File: config.mk
export PLATFORM = sky130hd
export DESIGN_NAME = fetch_ctrl
export DESIGN_NICKNAME = d
export VERILOG_FILES = /design/src/rtl/lc3_pkg.sv /design/src/rtl/fetch_ctrl_btn_edge.sv /design/src/rtl/fetch_ctrl.sv
export SDC_FILE = /design/constraint.sdc
export NUM_CORES = 1
export LEC_CHECK = 0
export BUFFER_PORTS_ARGS = -buffer_cell sky130_fd_sc_hd__buf_2
export CORE_MARGIN = 2
export CORE_UTILIZATION = 25
export DETAILED_ROUTE_END_ITERATION = 7
export GPL_TIMING_DRIVEN = 0
export PLACE_DENSITY = 0.45
export SYNTH_ARGS = -nofsm -noshare
export SYNTH_HDL_FRONTEND = slang
export SYNTH_HIERARCHICAL = 1
export SYNTH_SLANG_ARGS = --single-unit
File: constraint.sdc
create_clock -name Clk -period 1.71 [get_ports Clk]
set_input_delay 0.342 -clock Clk [delete_from_list [all_inputs] [get_ports Clk]]
set_output_delay 0.342 -clock Clk [all_outputs]
set_load 0.02 [all_outputs]
File: src/rtl/lc3_pkg.sv
// Types and constants shared by the LC-3 fetch sequencer and the datapath it controls.
package lc3_pkg;

  typedef enum logic [2:0] {
    ST_HALTED    = 3'd0,
    ST_FETCH_MAR = 3'd1,
    ST_READ      = 3'd2,
    ST_LOAD_IR   = 3'd3,
    ST_PAUSE     = 3'd4
  } fetch_state_t;

  localparam logic [1:0] PCMUX_PC1   = 2'b00;
  localparam logic [1:0] PCMUX_BUS   = 2'b01;
  localparam logic [1:0] PCMUX_ADDER = 2'b10;

endpackage

File: src/rtl/fetch_ctrl_btn_edge.sv
// Rising-edge detector for an already debounced push-button: one-cycle pulse per press.
module btn_edge (
  input  logic i_clk,
  input  logic i_reset,
  input  logic i_btn,
  output logic o_rise
);

  logic r_btn_q;

  always_ff @(posedge i_clk) begin
    if (i_reset) r_btn_q <= 1'b0;
    else         r_btn_q <= i_btn;
  end

  // A button held high keeps r_btn_q high, so it cannot fire again until released.
  assign o_rise = i_btn & ~r_btn_q;

endmodule

File: src/rtl/fetch_ctrl.sv
// LC-3 fetch sequencer: MAR<-PC/PC<-PC+1, SRAM read into MDR, IR<-MDR, then park in PAUSE.
module fetch_ctrl
  import lc3_pkg::*;
#(
  parameter int unsigned MEM_WAIT = 3
) (
  input  logic       Clk,
  input  logic       Reset,
  input  logic       Run,
  input  logic       Continue,
  output logic       LD_MAR,
  output logic       LD_PC,
  output logic       LD_MDR,
  output logic       LD_IR,
  output logic       GatePC,
  output logic       GateMDR,
  output logic       GateALU,
  output logic       GateMARMUX,
  output logic [1:0] PCMUX,
  output logic       Mem_CE,
  output logic       Mem_OE,
  output logic       Mem_WE,
  output logic [2:0] State_Out
);

  localparam logic [3:0] LAST_WAIT = 4'(MEM_WAIT - 1);

  logic [2:0] r_state;
  logic [3:0] r_wait;
  logic       w_run_rise;
  logic       w_cont_rise;
  logic       w_last_wait;

  btn_edge u_run_edge (
    .i_clk   (Clk),
    .i_reset (Reset),
    .i_btn   (Run),
    .o_rise  (w_run_rise)
  );

  btn_edge u_cont_edge (
    .i_clk   (Clk),
    .i_reset (Reset),
    .i_btn   (Continue),
    .o_rise  (w_cont_rise)
  );

  assign w_last_wait = (r_wait == LAST_WAIT);

  // Button edges are only looked at in HALTED/PAUSE; anywhere else they are dropped, not queued.
  always_ff @(posedge Clk) begin
    if (Reset) begin
      r_state <= ST_HALTED;
      r_wait  <= 4'd0;
    end else begin
      case (r_state)
        ST_HALTED: begin
          if (w_run_rise) r_state <= ST_FETCH_MAR;
        end
        ST_FETCH_MAR: begin
          r_state <= ST_READ;
          r_wait  <= 4'd0;
        end
        ST_READ: begin
          if (w_last_wait) r_state <= ST_LOAD_IR;
          else             r_wait  <= r_wait + 4'd1;
        end
        ST_LOAD_IR: r_state <= ST_PAUSE;
        ST_PAUSE: begin
          if (w_cont_rise) r_state <= ST_FETCH_MAR;
        end
        default: r_state <= ST_HALTED;
      endcase
    end
  end

  // Moore decode; SRAM strobes are active-low and the fetch path never writes.
  always_comb begin
    LD_MAR     = 1'b0;
    LD_PC      = 1'b0;
    LD_MDR     = 1'b0;
    LD_IR      = 1'b0;
    GatePC     = 1'b0;
    GateMDR    = 1'b0;
    GateALU    = 1'b0;
    GateMARMUX = 1'b0;
    PCMUX      = PCMUX_PC1;
    Mem_CE     = 1'b1;
    Mem_OE     = 1'b1;
    Mem_WE     = 1'b1;
    case (r_state)
      ST_FETCH_MAR: begin
        GatePC = 1'b1;
        LD_MAR = 1'b1;
        LD_PC  = 1'b1;
      end
      ST_READ: begin
        Mem_CE = 1'b0;
        Mem_OE = 1'b0;
        LD_MDR = w_last_wait;
      end
      ST_LOAD_IR: begin
        GateMDR = 1'b1;
        LD_IR   = 1'b1;
      end
      default: ;
    endcase
  end

  assign State_Out = r_state;

endmodule

Word level (Yosys, flattened, before mapping)
Index checks and enable logic that the tools add are counted.
- $add $sub $neg: 1
- mux-type cells: 10
- bitwise operators: 4
- eq/ne operators: 9
- reductions and logical operators: 4
- operator list (kind ; number):
    case mux 3 bit (5 select lines) ; 1
    2-to-1 mux 3 bit ; 3
    case mux 4 bit (2 select lines) ; 1
    == test 3 x 2 -> 1 bit (second input constant) ; 2
    adder 4 x 1 -> 4 bit (second input constant) ; 1
    == test 4 x 2 -> 1 bit (second input constant) ; 1
    2-to-1 mux 1 bit ; 4
    2-to-1 mux 4 bit ; 1
    inequality test 2 x 1 -> 1 bit (second input constant) ; 2
    inequality test 2 bit (second input constant) ; 2
    == test 3 x 1 -> 1 bit (second input constant) ; 1
    == test 3 bit (second input constant) ; 1
    zero test 3 bit ; 1
    AND reduction 3 bit ; 1
    AND 1 bit ; 2
    NOT 1 bit ; 2
    AND reduction 2 bit ; 1
    nonzero test 2 bit ; 1
- bits of input ports: 4
- register bits after elaboration: 9
- word-level logic and storage cells: 32

Longest topological paths before layout
Gate-level depths: netlist of run 1.
- word-level depth: 4
- mapped depth: 5
- depth with buffers taken out: 5

By module
Netlist of run 1, hierarchy kept.
- by module, submodules not included (module ; area each (um^2) ; cells an instance ; times used):
    fetch_ctrl ; 461.7 ; 53 ; 1
    btn_edge ; 47.5 ; 3 ; 2

Worst setup path before layout of run 1
Ideal clock, no wire load.
- path type: register -> output
- start point: register r_state[0] (netlist: State_Out[0])
- end point: output port LD_MAR
- setup slack: -0.264 ns
- data required time: 1.368 ns
- arrival time: 1.632 ns
- cell stages (with the launch flop): 3
- cell sequence: dfxtp_1 nor3b_1 buf_4
- cells in the longest elaborated chain, start to end: 2
- RTL lines (element ; RTL line ; text):
    start, declared ; fetch_ctrl.sv:28 ; logic [2:0] r_state;
    start signal, assigned ; fetch_ctrl.sv:53 ; r_state <= ST_HALTED;
    start signal, assigned ; fetch_ctrl.sv:58 ; if (w_run_rise) r_state <= ST_FETCH_MAR;
    start signal, assigned ; fetch_ctrl.sv:61 ; r_state <= ST_READ;
    == test 3 x 1 -> 1 bit ; -- ;
    2-to-1 mux 1 bit ; -- ;
    end, declared ; fetch_ctrl.sv:11 ; output logic LD_MAR,
Every way passes these cells.

Final worst setup path of run 1
- start point: register r_state[2] (netlist: State_Out[2])
- end point: output port LD_MDR
- cells in the longest elaborated chain, start to end: 2
- RTL lines (element ; RTL line ; text):
    == test 3 x 2 -> 1 bit ; fetch_ctrl.sv:91 ; case (r_state)
    2-to-1 mux 1 bit ; fetch_ctrl.sv:91 ;
    end, declared ; fetch_ctrl.sv:13 ; output logic LD_MDR,
Every way passes these cells.

==> metrics.txt, run 1 <==
Vias/cell 4.00; number of vias in the routed layout 468; port bufs 14; largest net degree at the start of global routing 11; initial antenna violation count 0; Power Density 662 nW/µm²; grt ovf 0; critical path fanouts, max 6; Top delay family on crit path simple AND/OR/NAND/NOR gates; Worst-path clk slew 60 ps; core footprint 2150 µm²; Starting Density 0.259; Root Driver clkbuf_4; Rows 17; Syn. warnings 6; slowest cell on the critical path or3b_4; synthesized flop and latch total 9; number of flops mapped to enable cells by yosys 0; layout cells sized above 1 0.584; area of the multi-input gates 323 µm²; vias in the first global route 381; fmax 0.583 GHz; Peak VDD IR 0.245 mV; CTS tree built; CTS Buffer Depth 2; status complete, but fails checks; Max Slew Vio Count 0; H-tree levels 1; cell count after synthesis 59; post-route cell area 845 µm²; HPWL after DPL 736 µm; area grow syn2layout 51.7%; R2R Path Start State_Out[2]; Die H 51.2 µm; Tot GR Track Use 0.0928; Die X-Extent 51.2 µm; CP required 1370 ps; Cell variety after synth 27; setup TNS -4.93 ps; Final period util 1.00; CP Data Arrival Time 1370 ps; ys flop type dfxtp_1; clock skew 7.87 ps; number of DRC markers in iteration 0 3; critical path cell sequence or3b_4, and2b_2, buf_6; NumNets Final 96; drt total wl 1090 µm; Max stage delay on crit path 410 ps; Worst Setup End Kind output port; setup violators final 1; WL per Instance 9.32 µm; Routed Antenna Nets 0; Synth Cell Area 557 µm²; Final WS setup -4.93 ps; TritonRoute pass-1 iters 2; RSZ-0062 raised after global routing yes; hold slack 311 ps; hold_buf cts 0; Hold Vio Cnt, Final 0; cells on worst reg2reg path 4; Hold EP u_cont_edge/r_btn_q; Bufs and invs on worst path 1; hold depth 2; Seq/Total Area, Yosys 0.324; Hold Crit Start Reset; Worst Setup Start Kind flop; DP Area 681 µm²; antenna cells 0; Post-Route Utilization 0.393; CTS Buf Count 3; Reg2Reg Setup Slack 160 ps; IO Count 20; flip-flop and latch area 194 µm²; Lkg Pwr 0.000406 µW; Async SR Flop Fraction 0; first-pass GRT wire length 1730 µm; RePlAce Congestion 0.664; worst-skew pair later-pin latency 270 ps; die area 2620 µm²; TritonCTS Sinks 9; FF-to-FF End r_wait[3]; Residual DRC 0; synthesized area per cell 9.44 µm²; minimum clock period after layout 1710 ps; WS Path Type flop to output port; Hold WC Path Type input pin to flop; Max Cap Viol 0; fillers 216; violated checks setup timing
## repair_timing
action / 4_1_cts / 5_1_grt
buffers inserted: 5 / 6
pin swaps: 1 / 2
endpoints found under the setup margin: 7 / 3
gates resized for setup: 11 / 3
## stage by stage
step           instances  setup WS (ps)  power [µW]
5_1_grt              117          -40.7         595
6_report             117          -4.93         559
2_1_floorplan         62           15.6         330
4_1_cts              111          -41.8         562
3_3_place_gp         104          -75.0         359
3_5_place_dp         104          -71.6         360
## cells in the final DEF, fill, tap and decap left out, types with 3 or more instances in the layout
cell,netlist,final
buf_4,10,17
buf_2,0,13
conb_1,2,5
nor2_1,4,4
dfxtp_1,9,4
nor2b_4,4,4
dfxtp_4,0,3
nor4_1,3,3
clkbuf_4,0,3
## how the worst max path moves through the flow
| stage | endpoint | start | cells past startpoint | slack, ps |
|---|---|---|---|---|
| floorplan | LD_MDR | State_Out[1] | 4 | 20 |
| global placement | LD_MDR | r_wait[0] | 5 | -70 |
| detailed placement | LD_MDR | r_wait[0] | 5 | -70 |
| CTS | LD_MDR | State_Out[0] | 3 | -40 |
| global route | LD_MDR | State_Out[2] | 3 | -40 |
| finish | LD_MDR | State_Out[2] | 3 | -5 |
## report_power, final
| group | switching, µW | total, µW | internal, µW | leakage (µW) |
|---|---|---|---|---|
| clock network | 82.6 | 173 | 90.1 | 0.0000150 |
| registers | 10.9 | 230 | 219 | 0.0000766 |
| logic | 73.4 | 157 | 83.4 | 0.000314 |
## logic make-up (layout without fill, tap and decap cells)
logic type / after synthesis / after routing / synth area share
xor+xnor: 1 / 1 / 0.0157
flops: 9 / 9 / 0.324
simple gates: 25 / 25 / 0.348
fa+ha+maj: 2 / 2 / 0.0449
other cells: 2 / 5 / 0.0135
compound gates: 6 / 6 / 0.0899
buf+inv: 14 / 41 / 0.164
## metal layers
metal	vias up	global-route usage	wire, µm
li1	250	-	-
met1	201	0.109	492
met2	13	0.136	512
met3	4	0.0175	50
met4	0	0.0946	35
met5	-	0	0
## state kept, by name, indices dropped and copies added (netlist names)
name / count
u_cont_edge/r_btn_q: 1
r_wait: 4
State_Out: 3
u_run_edge/r_btn_q: 1
## Yosys cell counts (2+ instances only)
| cell type | number | area [µm²] |
|---|---|---|
| nor4_1 | 3 | 18.8 |
| ha_1 | 2 | 25.0 |
| dfxtp_1 | 9 | 180 |
| buf_4 | 10 | 75.1 |
| nor2b_4 | 4 | 55.1 |
| and2b_1 | 2 | 15.0 |
| nor3b_1 | 3 | 22.5 |
| conb_1 | 2 | 7.51 |
| a31o_2 | 2 | 17.5 |
| nor2_1 | 4 | 15.0 |
| inv_1 | 2 | 7.51 |
## area by class of cell
type	count	area share
Buffer	10	0.0844
Clock buffer	4	0.0311
Inverter	2	0.00889
Multi-Input combinational cell	39	0.382
Sequential cell	9	0.230
Tap cell	28	0.0415
Timing Repair Buffer	25	0.222
(Power assumes the default switching activity.)
==> run 2: changes to the inputs <==
--- a/config.mk
+++ b/config.mk
@@ -10,6 +10,7 @@
 export CORE_UTILIZATION = 25
 export DETAILED_ROUTE_END_ITERATION = 7
 export GPL_TIMING_DRIVEN = 0
+export MAX_ROUTING_LAYER = met4
 export PLACE_DENSITY = 0.45
 export SYNTH_ARGS = -nofsm -noshare
 export SYNTH_HDL_FRONTEND = slang
==> run 2 against run 1 <==
Clock skew barely moved. Register-to-register slack barely moved. Largest power group unchanged. Cell area did not move. Setup slack barely moved. Cell count did not move. Clock power barely moved. Via count did not move. First-iteration DRC count did not move. Critical path depth did not move. Global-route usage rose by 0.25 points. Clock-buffer cell count did not move. Critical endpoint unchanged. The flow still finishes with violations (setup timing). Wire length did not move.
==> metrics.txt, run 2 (synthesis results as in run 1) <==
status complete, but fails checks; violated checks setup timing; met2 wire length 512 µm (unchanged); wl on met1 492 µm (unchanged); critical path fanouts, max 6 (unchanged); Top delay family on crit path simple AND/OR/NAND/NOR gates; grt ovf 0 (unchanged); hold depth 2 (unchanged); Worst Setup End Kind output port; Worst Setup Start Kind flop; Hold Vio Cnt, Final 0 (unchanged); Die X-Extent 51.2 µm (unchanged); RePlAce Congestion 0.670 (+0.93%); core footprint 2150 µm² (unchanged); hold_buf cts 0 (unchanged); vias in the first global route 382 (+0.26%); number of DRC markers in iteration 0 3 (unchanged); Final Non-Filler Cells 117 (unchanged); fmax 0.583 GHz (about the same); Largest Register r_wait; clock skew 7.87 ps (+0.00147 ps); critical path cell sequence or3b_4, and2b_2, buf_6; Top Metal Used met4; hold slack 311 ps (+0.0480 ps); antenna cells 0 (unchanged); drt total wl 1090 µm (unchanged); layout cells sized above 1 0.584 (unchanged); HPWL after DPL 736 µm (unchanged); CTS Buffer Depth 2 (unchanged); Place WS -71.6 ps (unchanged); Max stage delay on crit path 410 ps (about the same); Largest register FFs 4 (unchanged); Max Slew Vio Count 0 (unchanged); Hold WC Path Type input pin to flop; Post-Route Utilization 0.393 (unchanged); CP required 1370 ps (about the same); Tot GR Track Use 0.0953 (+0.00246); slowest cell on the critical path or3b_4; Final period util 1.00 (about the same); CTS Buf Count 3 (unchanged); RSZ-0062 raised after global routing yes; DP Area 681 µm² (unchanged); Worst path depth 3 (unchanged); Power Density 662 nW/µm² (about the same); Bufs and invs on worst path 1 (unchanged); most frequent cells in the layout buf_4 (17), buf_2 (13), conb_1 (5); post-route cell area 845 µm² (unchanged); Rows 17 (unchanged); Final WS setup -4.90 ps (+0.0267 ps); Vias/cell 4.00 (unchanged); CTS tree built; number of vias in the routed layout 468 (unchanged); Die H 51.2 µm (unchanged); port bufs 14 (unchanged); Routed Antenna Nets 0 (unchanged); WL per Instance 9.32 µm (unchanged); cells on worst reg2reg path 4 (unchanged); Detail Route met3 WL 50 µm (unchanged); Worst-path clk slew 60 ps (about the same); first-pass GRT wire length 1730 µm (unchanged); Root Driver clkbuf_4; NumNets Final 96 (unchanged); minimum clock period after layout 1710 ps (-0.0267 ps); CP Data Arrival Time 1370 ps (about the same); setup violators final 1 (unchanged); Starting Density 0.259 (unchanged); largest net degree at the start of global routing 11 (unchanged); TritonCTS Sinks 9 (unchanged); dpl cells 104 (unchanged); TritonRoute pass-1 iters 2 (unchanged); initial antenna violation count 0 (unchanged); die area 2620 µm² (unchanged); H-tree levels 1 (unchanged); IO Count 20 (unchanged); Max Cap Viol 0 (unchanged); area grow syn2layout 51.7% (unchanged); Residual DRC 0 (unchanged); Lkg Pwr 0.000406 µW (unchanged); worst-skew pair later-pin latency 270 ps (about the same); commonest non-fill, non-tap cell in the layout buf_4; Peak VDD IR 0.245 mV (about the same); WS Path Type flop to output port
run 2: power breakdown:
group | internal, µW | switching (µW)
Sequential | 219 | 10.9
Combinational | 83.4 | 73.4
Clock | 90.1 | 82.6
run 2: worst register-to-register path, stage by stage, from the launching register on:
cell	delay [ps]
dfxtp_4	360
or3b_4	410
buf_4	160
or4_1	450
o41ai_1	70
run 2: worst paths after layout:
path / start / to / slack (ps)
min reg2reg: State_Out[2] / State_Out[1] / 460
max reg2reg: State_Out[2] / r_wait[3] / 160
max: State_Out[2] / LD_MDR / -5
min: Reset / u_cont_edge/r_btn_q / 310
run 2: final cells by class:
cell class / instances / area (µm²)
clock buffer: 4 / 26.3
sequential: 9 / 194
inverter: 2 / 7.51
timing repair buffer: 25 / 188
tap: 28 / 35.0
fill: 216 / 1300
buffer: 10 / 71.3
multi-input combinational: 39 / 323
run 2: metal layers:
metal,up-vias,GRT usage
li1,250,-
met1,201,0.109
met2,13,0.136
met3,4,0.0175
met4,0,0.0946
met5,-,-
run 2: metrics by stage:
stage / TNS, ps / total power [µW]
2_1_floorplan: 0 / 330
3_3_place_gp: -75.0 / 359
3_5_place_dp: -104 / 360
4_1_cts: -41.8 / 562
5_1_grt: -51.0 / 595
6_report: -4.90 / 559
run 2: timing repair:
action | 4_1_cts | 5_1_grt
pin swaps | 1 | 2
gates resized for setup | 11 | 3
setup endpoints to repair | 7 | 3
setup buffers | 5 | 6
